==> src/rtl/ysyx_24070016_mem_pkg.sv <==
// Shared types for the IFU/LSU memory arbiter: FSM states and requester IDs.
package ysyx_24070016_mem_pkg;

   typedef enum logic [2:0] {
      ST_IDLE,
      ST_REQ,
      ST_WAIT,
      ST_RESP,
      ST_DRAIN
   } state_e;

   localparam logic MID_IFU = 1'b0;
   localparam logic MID_LSU = 1'b1;

endpackage

==> src/rtl/ysyx_24070016_mem_arbiter_if.sv <==
// Requester and memory-side signal bundle; slave is the arbiter's view, master the environment's.
interface ysyx_24070016_mem_arbiter_if #(
   parameter int AW = 32,
   parameter int DW = 32
);
   logic            ifu_req_valid;
   logic            ifu_req_ready;
   logic [AW-1:0]   ifu_addr;
   logic            ifu_rsp_valid;
   logic [DW-1:0]   ifu_rsp_rdata;
   logic            ifu_rsp_err;

   logic            lsu_req_valid;
   logic            lsu_req_ready;
   logic [AW-1:0]   lsu_addr;
   logic            lsu_wen;
   logic [DW-1:0]   lsu_wdata;
   logic [DW/8-1:0] lsu_wmask;
   logic            lsu_rsp_valid;
   logic [DW-1:0]   lsu_rsp_rdata;
   logic            lsu_rsp_err;

   logic            mem_req_valid;
   logic            mem_req_ready;
   logic [AW-1:0]   mem_addr;
   logic            mem_wen;
   logic [DW-1:0]   mem_wdata;
   logic [DW/8-1:0] mem_wmask;
   logic            mem_rsp_valid;
   logic [DW-1:0]   mem_rsp_rdata;
   logic            mem_rsp_err;

   modport slave (
      input  ifu_req_valid, ifu_addr,
      input  lsu_req_valid, lsu_addr, lsu_wen, lsu_wdata, lsu_wmask,
      input  mem_req_ready, mem_rsp_valid, mem_rsp_rdata, mem_rsp_err,
      output ifu_req_ready, ifu_rsp_valid, ifu_rsp_rdata, ifu_rsp_err,
      output lsu_req_ready, lsu_rsp_valid, lsu_rsp_rdata, lsu_rsp_err,
      output mem_req_valid, mem_addr, mem_wen, mem_wdata, mem_wmask
   );

   modport master (
      output ifu_req_valid, ifu_addr,
      output lsu_req_valid, lsu_addr, lsu_wen, lsu_wdata, lsu_wmask,
      output mem_req_ready, mem_rsp_valid, mem_rsp_rdata, mem_rsp_err,
      input  ifu_req_ready, ifu_rsp_valid, ifu_rsp_rdata, ifu_rsp_err,
      input  lsu_req_ready, lsu_rsp_valid, lsu_rsp_rdata, lsu_rsp_err,
      input  mem_req_valid, mem_addr, mem_wen, mem_wdata, mem_wmask
   );

endinterface

==> src/rtl/ysyx_24070016_rr_arb2.sv <==
// Two-way round-robin arbiter, purely combinational: a tie goes to the requester not granted last.
module ysyx_24070016_rr_arb2
   import ysyx_24070016_mem_pkg::*;
(
   input  logic [1:0] req,
   input  logic       last_grant,
   input  logic       enable,
   output logic [1:0] grant
);

   always_comb begin
      grant = 2'b00;
      if (enable) begin
         if (req == 2'b11) begin
            grant = (last_grant == MID_LSU) ? 2'b01 : 2'b10;
         end else begin
            grant = req;
         end
      end
   end

endmodule

==> src/rtl/ysyx_24070016_mem_arbiter.sv <==
// Shares one memory port between IFU and LSU, one transaction in flight; accept->response is 3 cycles minimum.
// Requests are only accepted in IDLE; a stalled memory response becomes an error after TIMEOUT wait cycles.
module ysyx_24070016_mem_arbiter
   import ysyx_24070016_mem_pkg::*;
#(
   parameter int AW      = 32,
   parameter int DW      = 32,
   parameter int TIMEOUT = 255,
   parameter int TW      = 8
) (
   input  logic clk,
   input  logic rst,
   ysyx_24070016_mem_arbiter_if.slave bus
);

   localparam int MW = DW / 8;

   state_e        state_q, state_d;
   logic          last_grant_q, last_grant_d;
   logic          owner_q, owner_d;
   logic [AW-1:0] addr_q, addr_d;
   logic          wen_q, wen_d;
   logic [DW-1:0] wdata_q, wdata_d;
   logic [MW-1:0] wmask_q, wmask_d;
   logic [DW-1:0] rdata_q, rdata_d;
   logic          err_q, err_d;
   logic          drain_q, drain_d;
   logic [TW-1:0] cnt_q, cnt_d;
   logic [1:0]    grant;
   logic          timeout_hit;

   // Gating with rst keeps req_ready low while reset is held, even with requests pending.
   ysyx_24070016_rr_arb2 u_arb (
      .req        ({bus.lsu_req_valid, bus.ifu_req_valid}),
      .last_grant (last_grant_q),
      .enable     (rst && (state_q == ST_IDLE)),
      .grant      (grant)
   );

   assign timeout_hit = (TIMEOUT != 0) && (cnt_q == TW'(TIMEOUT));

   always_ff @(posedge clk or negedge rst) begin
      if (!rst) begin
         state_q      <= ST_IDLE;
         last_grant_q <= MID_LSU;
         owner_q      <= MID_IFU;
         addr_q       <= '0;
         wen_q        <= 1'b0;
         wdata_q      <= '0;
         wmask_q      <= '0;
         rdata_q      <= '0;
         err_q        <= 1'b0;
         drain_q      <= 1'b0;
         cnt_q        <= '0;
      end else begin
         state_q      <= state_d;
         last_grant_q <= last_grant_d;
         owner_q      <= owner_d;
         addr_q       <= addr_d;
         wen_q        <= wen_d;
         wdata_q      <= wdata_d;
         wmask_q      <= wmask_d;
         rdata_q      <= rdata_d;
         err_q        <= err_d;
         drain_q      <= drain_d;
         cnt_q        <= cnt_d;
      end
   end

   always_comb begin
      state_d      = state_q;
      last_grant_d = last_grant_q;
      owner_d      = owner_q;
      addr_d       = addr_q;
      wen_d        = wen_q;
      wdata_d      = wdata_q;
      wmask_d      = wmask_q;
      rdata_d      = rdata_q;
      err_d        = err_q;
      drain_d      = drain_q;
      cnt_d        = cnt_q;
      case (state_q)
         ST_IDLE: begin
            if (|grant) begin
               owner_d      = grant[MID_LSU];
               last_grant_d = grant[MID_LSU];
               state_d      = ST_REQ;
               if (grant[MID_LSU]) begin
                  addr_d  = bus.lsu_addr;
                  wen_d   = bus.lsu_wen;
                  wdata_d = bus.lsu_wdata;
                  wmask_d = bus.lsu_wmask;
               end else begin
                  addr_d  = bus.ifu_addr;
                  wen_d   = 1'b0;
                  wdata_d = '0;
                  wmask_d = '1;
               end
            end
         end
         ST_REQ: begin
            if (bus.mem_req_ready) begin
               cnt_d   = '0;
               state_d = ST_WAIT;
            end
         end
         ST_WAIT: begin
            cnt_d = cnt_q + TW'(1);
            // A response landing on the timeout cycle still counts as a real response.
            if (bus.mem_rsp_valid) begin
               rdata_d = bus.mem_rsp_rdata;
               err_d   = bus.mem_rsp_err;
               state_d = ST_RESP;
            end else if (timeout_hit) begin
               rdata_d = '0;
               err_d   = 1'b1;
               drain_d = 1'b1;
               state_d = ST_RESP;
            end
         end
         ST_RESP: begin
            state_d = drain_q ? ST_DRAIN : ST_IDLE;
         end
         ST_DRAIN: begin
            if (bus.mem_rsp_valid) begin
               drain_d = 1'b0;
               state_d = ST_IDLE;
            end
         end
         default: state_d = ST_IDLE;
      endcase
   end

   always_comb begin
      bus.ifu_req_ready = grant[MID_IFU];
      bus.lsu_req_ready = grant[MID_LSU];
      bus.ifu_rsp_valid = (state_q == ST_RESP) && (owner_q == MID_IFU);
      bus.lsu_rsp_valid = (state_q == ST_RESP) && (owner_q == MID_LSU);
      bus.ifu_rsp_rdata = rdata_q;
      bus.lsu_rsp_rdata = rdata_q;
      bus.ifu_rsp_err   = err_q;
      bus.lsu_rsp_err   = err_q;
      bus.mem_req_valid = (state_q == ST_REQ);
      bus.mem_addr      = addr_q;
      bus.mem_wen       = wen_q;
      bus.mem_wdata     = wdata_q;
      bus.mem_wmask     = wmask_q;
   end

endmodule

==> src/flat_wrapper.sv <==
// flat-port wrapper written by rule: the top's interface ports become plain ports
module ysyx_24070016_mem_arbiter_flat import ysyx_24070016_mem_pkg::*;
#(
   parameter int AW      = 32,
   parameter int DW      = 32,
   parameter int TIMEOUT = 255,
   parameter int TW      = 8
)
  (clk, rst, bus_ifu_req_valid, bus_ifu_addr, bus_lsu_req_valid, bus_lsu_addr, bus_lsu_wen, bus_lsu_wdata, bus_lsu_wmask, bus_mem_req_ready, bus_mem_rsp_valid, bus_mem_rsp_rdata, bus_mem_rsp_err, bus_ifu_req_ready, bus_ifu_rsp_valid, bus_ifu_rsp_rdata, bus_ifu_rsp_err, bus_lsu_req_ready, bus_lsu_rsp_valid, bus_lsu_rsp_rdata, bus_lsu_rsp_err, bus_mem_req_valid, bus_mem_addr, bus_mem_wen, bus_mem_wdata, bus_mem_wmask);
  ysyx_24070016_mem_arbiter_if #(.AW(AW), .DW(DW)) bus_i ();
  input  logic clk;
  input  logic rst;
  input wire logic [$bits(bus_i.ifu_req_valid)-1:0] bus_ifu_req_valid;
  input wire logic [$bits(bus_i.ifu_addr)-1:0] bus_ifu_addr;
  input wire logic [$bits(bus_i.lsu_req_valid)-1:0] bus_lsu_req_valid;
  input wire logic [$bits(bus_i.lsu_addr)-1:0] bus_lsu_addr;
  input wire logic [$bits(bus_i.lsu_wen)-1:0] bus_lsu_wen;
  input wire logic [$bits(bus_i.lsu_wdata)-1:0] bus_lsu_wdata;
  input wire logic [$bits(bus_i.lsu_wmask)-1:0] bus_lsu_wmask;
  input wire logic [$bits(bus_i.mem_req_ready)-1:0] bus_mem_req_ready;
  input wire logic [$bits(bus_i.mem_rsp_valid)-1:0] bus_mem_rsp_valid;
  input wire logic [$bits(bus_i.mem_rsp_rdata)-1:0] bus_mem_rsp_rdata;
  input wire logic [$bits(bus_i.mem_rsp_err)-1:0] bus_mem_rsp_err;
  output wire logic [$bits(bus_i.ifu_req_ready)-1:0] bus_ifu_req_ready;
  output wire logic [$bits(bus_i.ifu_rsp_valid)-1:0] bus_ifu_rsp_valid;
  output wire logic [$bits(bus_i.ifu_rsp_rdata)-1:0] bus_ifu_rsp_rdata;
  output wire logic [$bits(bus_i.ifu_rsp_err)-1:0] bus_ifu_rsp_err;
  output wire logic [$bits(bus_i.lsu_req_ready)-1:0] bus_lsu_req_ready;
  output wire logic [$bits(bus_i.lsu_rsp_valid)-1:0] bus_lsu_rsp_valid;
  output wire logic [$bits(bus_i.lsu_rsp_rdata)-1:0] bus_lsu_rsp_rdata;
  output wire logic [$bits(bus_i.lsu_rsp_err)-1:0] bus_lsu_rsp_err;
  output wire logic [$bits(bus_i.mem_req_valid)-1:0] bus_mem_req_valid;
  output wire logic [$bits(bus_i.mem_addr)-1:0] bus_mem_addr;
  output wire logic [$bits(bus_i.mem_wen)-1:0] bus_mem_wen;
  output wire logic [$bits(bus_i.mem_wdata)-1:0] bus_mem_wdata;
  output wire logic [$bits(bus_i.mem_wmask)-1:0] bus_mem_wmask;
  assign bus_i.ifu_req_valid = bus_ifu_req_valid;
  assign bus_i.ifu_addr = bus_ifu_addr;
  assign bus_i.lsu_req_valid = bus_lsu_req_valid;
  assign bus_i.lsu_addr = bus_lsu_addr;
  assign bus_i.lsu_wen = bus_lsu_wen;
  assign bus_i.lsu_wdata = bus_lsu_wdata;
  assign bus_i.lsu_wmask = bus_lsu_wmask;
  assign bus_i.mem_req_ready = bus_mem_req_ready;
  assign bus_i.mem_rsp_valid = bus_mem_rsp_valid;
  assign bus_i.mem_rsp_rdata = bus_mem_rsp_rdata;
  assign bus_i.mem_rsp_err = bus_mem_rsp_err;
  assign bus_ifu_req_ready = bus_i.ifu_req_ready;
  assign bus_ifu_rsp_valid = bus_i.ifu_rsp_valid;
  assign bus_ifu_rsp_rdata = bus_i.ifu_rsp_rdata;
  assign bus_ifu_rsp_err = bus_i.ifu_rsp_err;
  assign bus_lsu_req_ready = bus_i.lsu_req_ready;
  assign bus_lsu_rsp_valid = bus_i.lsu_rsp_valid;
  assign bus_lsu_rsp_rdata = bus_i.lsu_rsp_rdata;
  assign bus_lsu_rsp_err = bus_i.lsu_rsp_err;
  assign bus_mem_req_valid = bus_i.mem_req_valid;
  assign bus_mem_addr = bus_i.mem_addr;
  assign bus_mem_wen = bus_i.mem_wen;
  assign bus_mem_wdata = bus_i.mem_wdata;
  assign bus_mem_wmask = bus_i.mem_wmask;
  ysyx_24070016_mem_arbiter #(.AW(AW), .DW(DW), .TIMEOUT(TIMEOUT), .TW(TW)) u_core (.clk(clk), .rst(rst), .bus(bus_i));
endmodule
==> config.mk <==
export PLATFORM = sky130hd
export DESIGN_NAME = ysyx_24070016_mem_arbiter_flat
export DESIGN_NICKNAME = d
export VERILOG_FILES = /design/src/rtl/ysyx_24070016_mem_pkg.sv /design/src/rtl/ysyx_24070016_mem_arbiter_if.sv /design/src/rtl/ysyx_24070016_rr_arb2.sv /design/src/rtl/ysyx_24070016_mem_arbiter.sv /design/src/flat_wrapper.sv
export SDC_FILE = /design/constraint.sdc
export NUM_CORES = 1
export LEC_CHECK = 0
export CORE_AREA = 2 2 121 123
export DETAILED_ROUTE_END_ITERATION = 8
export DIE_AREA = 0 0 123 125
export GPL_TIMING_DRIVEN = 0
export HOLD_SLACK_MARGIN = 0.12
export PLACE_DENSITY = 0.89
export REMOVE_ABC_BUFFERS = 1
export SYNTH_ARGS = -nofsm -noshare
export SYNTH_HDL_FRONTEND = slang
export SYNTH_SLANG_ARGS = --single-unit
==> constraint.sdc <==
create_clock -name clk -period 2.3 [get_ports clk]
set_clock_uncertainty 0.15 [all_clocks]
set_input_delay 0.345 -clock clk [delete_from_list [all_inputs] [get_ports clk]]
set_output_delay 0.345 -clock clk [all_outputs]
set_load 0.05 [all_outputs]
* Word level (Yosys, flattened, before mapping)
Index checks and enable logic that the tools add are counted.
** Operators by class
- Bitwise operators :: 1
- Add/sub/neg operators :: 1
- Order comparisons :: 0
- Reductions and logical operators :: 13
- Eq/ne operators :: 12
- Div/mod/pow operators :: 0
- Mux-type cells :: 23
- Shifts and indexed selects :: 0
- Multiply operators :: 0
** Operators with widths (count)
- 32-bit two-way mux :: 4
- 3-bit two-way mux :: 6
- 8-bit case mux with 2 select lines :: 1
- 3-bit case mux with 5 select lines :: 1
- 8-bit by 1-bit adder with 8-bit output, second input constant :: 1
- 8-bit equality test, second input constant :: 1
- 8-bit two-way mux :: 1
- 2-bit != test, second input constant :: 4
- 4-bit AND reduction :: 2
- 3-bit by 2-bit equality test with 1-bit output, second input constant :: 2
- 2-bit two-way mux :: 3
- 2-bit AND reduction :: 3
- 2-bit nonzero test :: 3
- 1-bit two-way mux :: 5
- 4-bit two-way mux :: 1
- 3-bit by 1-bit equality test with 1-bit output, second input constant :: 1
- 3-bit equality test, second input constant :: 1
- 1-bit logical AND :: 3
- 3-bit logical NOT :: 1
- 3-bit by 2-bit != test with 1-bit output, second input constant :: 1
- 2-bit equality test, second input constant :: 1
- 2-bit by 1-bit != test with 1-bit output, second input constant :: 1
- 1-bit case mux with 2 select lines :: 1
- 2-bit OR reduction :: 1
- 1-bit NOT :: 1
** Word-level totals
- Output and inout port bits :: 140
- Flip-flop bits (word level) :: 116
- Memories kept :: 0
- Bits in read-only memories :: 0
- Bits in latches :: 0
- Word-level logic and storage cells :: 61
- RAM bits :: 0
- Input bits :: 140

* Depth between registers and ports, before layout
- Depth after elaboration :: 6
- Mapped depth :: 6
- Depth with buffers taken out :: 4

* Cells and area by module
From an unflattened synthesis, not the netlist that was laid out.
** Second synthesis, totals
- Cells, all modules :: 447
- Area total of the unflattened synthesis :: 5489.0 um^2
** Modules (own cells, without submodules)
- ysyx_24070016_mem_arbiter :: seq. area each 2904.0 um^2, times used 1, area each 5467.7 um^2, cells an instance 442
- ysyx_24070016_rr_arb2 :: seq. area each 0.0 um^2, times used 1, area each 21.3 um^2, cells an instance 5

* Worst setup path after synthesis
OpenSTA, ideal clock, no wires.
- Path kind :: flip-flop to output port
- From :: register u_core.state_q[1]
- To :: output bus_ifu_rsp_valid
- Slack :: -0.287 ns
- Required time :: 1.805 ns
- Arrival :: 2.092 ns
- Cell stages (with the launch flop) :: 4
- Buffers on the path :: 2
- Path through :: dfrtp_1 -> clkbuf_1 -> clkbuf_1 -> nor3b_1
** On the way
- Word-level cells in the longest chain between the ends :: 2
** Ends and longest elaborated chain
- start: declaration :: RTL line ysyx_24070016_mem_arbiter.sv:18 : state_e state_q, state_d;
- start signal: assignment :: RTL line ysyx_24070016_mem_arbiter.sv:56 : state_q <= state_d;
- 3-bit by 2-bit equality test with 1-bit output :: RTL line ysyx_24070016_mem_arbiter.sv:137 : bus.ifu_rsp_valid = (state_q == ST_RESP) && (owner_q == MID_IFU);
- 1-bit logical AND :: RTL line ysyx_24070016_mem_arbiter.sv:137
- end: declaration :: RTL line flat_wrapper.sv:25 : output wire logic [$bits(bus_i.ifu_rsp_valid)-1:0] bus_ifu_rsp_valid;
No other way between the ends.

* Worst setup path in the final report
- From :: register u_core.state_q[1]
- To :: output bus_lsu_req_ready
** On the way
- Word-level cells in the longest chain between the ends :: 3
** Ends and longest elaborated chain
- 3-bit logical NOT :: RTL line ysyx_24070016_mem_arbiter.sv:36 : .enable (rst && (state_q == ST_IDLE)),
- 1-bit logical AND :: RTL line ysyx_24070016_mem_arbiter.sv:36
- 2-bit two-way mux :: RTL line ysyx_24070016_rr_arb2.sv:13 : if (enable) begin
- end: declaration :: RTL line flat_wrapper.sv:28 : output wire logic [$bits(bus_i.lsu_req_ready)-1:0] bus_lsu_req_ready;
No other way between the ends.

==> run summary <==
Crit. Startpoint - u_core.state_q[1]
crit-path leading delay family - simple AND/OR/NAND/NOR gates
post-synth top area cell - sky130_fd_sc_hd__dfrtp_1
count of buffers inserted at the top-level ports - 279
slowest CP cell - sky130_fd_sc_hd__or4b_4
sw frac - 49.2%
kind of end point of the critical path - output port
Post-Route Setup TNS - -0.131 ns
fin crit share - 106%
area of the mapped netlist - 5670 um2
net switching power - 0.00737 W
routed length on met3 - 1680 um
final-report hold violation count - 83
Clock transition at path regs - 0.05 ns
number of max-cap violations - 0
count of TritonRoute iterations in the first routing pass - 4
kind of path behind the tightest hold check - in2async
area of placed instances - 8320 um2
latest clock arrival within the worst-skew pair - 0.42 ns
total half-perimeter wirelength after legalization and detailed placement - 11,600 um
most used flip-flop cell after synthesis - sky130_fd_sc_hd__dfrtp_1
fraction of registers with async set or reset after synthesis - 100%
synthesized area divided by synthesized cell count - 9.92 um2
Placeable Area - 14,200 um2
leakage power - 3.83 nW
FF-to-FF setup slack - 0.11 ns
violated checks - negative hold slack, negative setup slack
proportion of netlist area held by the largest area contributor - 50.7%
startpoint class of the critical path - flop
number of DRC markers in iteration 0 - 195
Fillers - 1,067
area growth from synthesis to final layout - 61.6%
leading cell types by total area after synthesis - sky130_fd_sc_hd__dfrtp_1 (51%), sky130_fd_sc_hd__o21ai_0 (5.8%), sky130_fd_sc_hd__a22o_1 (5.1%), sky130_fd_sc_hd__buf_4 (4.8%), sky130_fd_sc_hd__a22oi_1 (4.4%)
fraction of power consumed by sequential logic - 24.4%
root cell of the clock tree - sky130_fd_sc_hd__clkbuf_16
Design Area, Final - 9170 um2
cell breakdown of the critical path - or4b_4 -> or2_4 -> clkinv_8 -> buf_12
yosys warns - 0
width of the die - 123 um
worst reg2reg path startpoint - u_core.state_q[0]
Worst Path Buf+Inv - 2
final weighted congestion in routability-driven placement - 0.801
via count of the first global-routing pass - 5,542
# nets final - 958
Clock Sinks - 116
Clock power frac - 17.0%
detailed-route DRC error count - 0
overall track demand over capacity in global routing - 24.4%
Routed wire per std cell - 18.4 um
remaining global-route overflow - 0
Post-synth EDFFs - 0
fraction of the yosys area taken by sequential cells - 51.2%
clock tree from TritonCTS - yes
Power Dens Cells - 1640 nW/um2
run status - finished with violations
VDD IR-drop max - 0.000952 V
number of buffers between clock root and the deepest sink - 2
# diodes - 0
number of routed nets with antenna violations - 0
worst hold margin - -0.357 ns
routed via count - 5,460
path depth of the worst reg2reg path - 5
Reg2Reg Capture Point - u_core.bus.mem_addr[13]
number of top-level pins - 280
Total Routed Length - 18,600 um
maximum fanout along the worst path - 6
Yosys reg bits - 116
via density per instance - 5.40
Pins Over Slew Limit - 0
delay of the slowest critical-path stage - 0.51 ns
slew at the pin closest to its max-slew limit - 0.796 ns
total die area - 15,400 um2
data required time of the worst path - 1.80 ns
initial antenna violation count - 0
pin count of the biggest net entering global routing - 60
highest routing layer actually used - met4
starting density of the core - 39.9%
number of buffers inserted during clock tree synthesis - 17
path type of the worst setup path - reg2out
Placement Rows - 44
final setup slack of the worst path - -0.131 ns
proportion of layout cells with a drive suffix above 1 - 10.1%
count of mapped cells out of synthesis - 572
most frequent cell after synthesis - sky130_fd_sc_hd__dfrtp_1
unrepaired setup endpoints after global routing - yes
Logic pwr share - 58.6%
floorplan die height - 125 um
worst slew margin relative to its limit - 47.0%
post-synth cell types - 47
design internal power - 0.00762 W
Final Setup Violations - 1
data arrival time of the critical path - 1.94 ns
first-pass GRT wire length - 29,000 um
met1 layer wirelength in the final routing - 7270 um
post-route minimum period - 2.43 ns
routed wire length on met2 - 9350 um
highest clock frequency the design can meet - 0.411 GHz
CTS H-tree lvls - 4
most frequent cells after synthesis - sky130_fd_sc_hd__dfrtp_1 (115), sky130_fd_sc_hd__o21ai_0 (66), sky130_fd_sc_hd__a21oi_1 (43)
==> registers in the layout, indices dropped and copies added, names as in the netlist <==
signal	flops
u_core.bus.mem_wdata	32
u_core.last_grant_q	1
u_core.drain_q	1
u_core.owner_q	1
u_core.bus.ifu_rsp_err	1
u_core.bus.ifu_rsp_rdata	32
u_core.state_q	3
u_core.bus.mem_addr	32
u_core.bus.mem_wmask	4
u_core.bus.mem_wen	1
u_core.cnt_q	8
==> kinds of logic (layout without fill, tap and decap cells) <==
logic type                 count (synthesis)  count (layout)  synth area share [%]
AOI/OAI and AO/OA                        225             226                  25.2
buffers and inverters                    122             375                  11.0
DFF                                      116             116                  51.2
and+or+nand+nor                          106             108                  12.0
muxes                                      2               2                 0.353
adders and majority gates                  1               1                 0.221
==> cells in the final DEF, fill, tap and decap left out, drive strengths merged, types with 2 or more instances in the layout <==
master / netlist / layout
a21bo: 1 / 2
a21oi: 43 / 43
a22o: 33 / 33
a22oi: 33 / 33
a31oi: 34 / 34
and4: 2 / 2
buf: 42 / 30
bufinv: 0 / 2
clkbuf: 42 / 23
clkdlybuf4s50: 0 / 272
clkinv: 1 / 8
clkinvlp: 0 / 2
dfrtp: 115 / 115
inv: 37 / 37
mux2i: 2 / 2
nand2: 7 / 7
nand2b: 34 / 34
nand3: 2 / 2
nand3b: 2 / 2
nand4: 2 / 2
nor2: 4 / 4
nor2b: 3 / 3
nor3: 3 / 3
nor3b: 2 / 2
nor4bb: 2 / 2
o21a: 2 / 2
o21ai: 66 / 66
o22a: 4 / 4
o2bb2ai: 2 / 2
or2: 2 / 2
or3: 34 / 34
or3b: 2 / 2
or4b: 1 / 3
==> final cells by class <==
cell class | count | area, um2 | share of cell area [%]
multi-input combinational | 337 | 2230 | 24.3
tap | 184 | 230 | 2.51
inverter | 38 | 155 | 1.69
clock buffer | 20 | 457 | 4.98
sequential | 116 | 2910 | 31.7
timing repair inverter | 1 | 5.00 | 0.0546
clock inverter | 10 | 109 | 1.19
timing repair buffer | 306 | 3070 | 33.5
==> through the flow <==
stage               setup slack [ns]  power, W  hold WS (ns)  std cells  utilization [%]
floorplan                      -1.26   0.00897        -0.101        488                -
finish                        -0.131    0.0150        -0.357       1012             64.5
CTS                           -0.238    0.0150        -0.338       1002             64.0
detailed placement             -1.87    0.0122         0.191        957             58.6
global route                  -0.186    0.0157        -0.348       1012             64.5
global placement               -6.61    0.0120         0.323        951             57.8
==> metal layers <==
layer  GRT usage [%]  vias to the layer above
met2            41.5                      254
met1            27.8                     2655
li1                -                     2525
met3            9.90                       26
met4            7.55                        0
met5               0                        -
==> power groups by stage <==
stage / Combinational (W) / Sequential (W) / Clock, W
2_1_floorplan: 0.00163 / 0.00734 / 0
3_5_place_dp: 0.00848 / 0.00369 / 0
4_1_cts: 0.00875 / 0.00367 / 0.00258
6_report: 0.00879 / 0.00366 / 0.00255
5_1_grt: 0.00922 / 0.00376 / 0.00267
3_3_place_gp: 0.00830 / 0.00365 / 0
==> worst max path at each step <==
stage          cells after the start  slack (ns)                     endpoint
3_5_place_dp                       6       -1.87            bus_lsu_req_ready
2_1_floorplan                      3       -1.26  u_core.bus.ifu_rsp_rdata[0]
3_3_place_gp                       4       -6.61     u_core.bus.mem_wdata[25]
5_1_grt                            4       -0.19            bus_lsu_req_ready
6_report                           4       -0.13            bus_lsu_req_ready
4_1_cts                            4       -0.24            bus_lsu_req_ready
==> timing repair <==
action | in CTS | in global routing
buffers inserted | 10 | 10
gates cloned | 5 | 0
pin swaps | 3 | 1
resized for setup | 43 | 9
endpoints found under the setup margin | 109 | 19
endpoints found under the hold margin | 83 | 83
(Power assumes the default switching activity.)
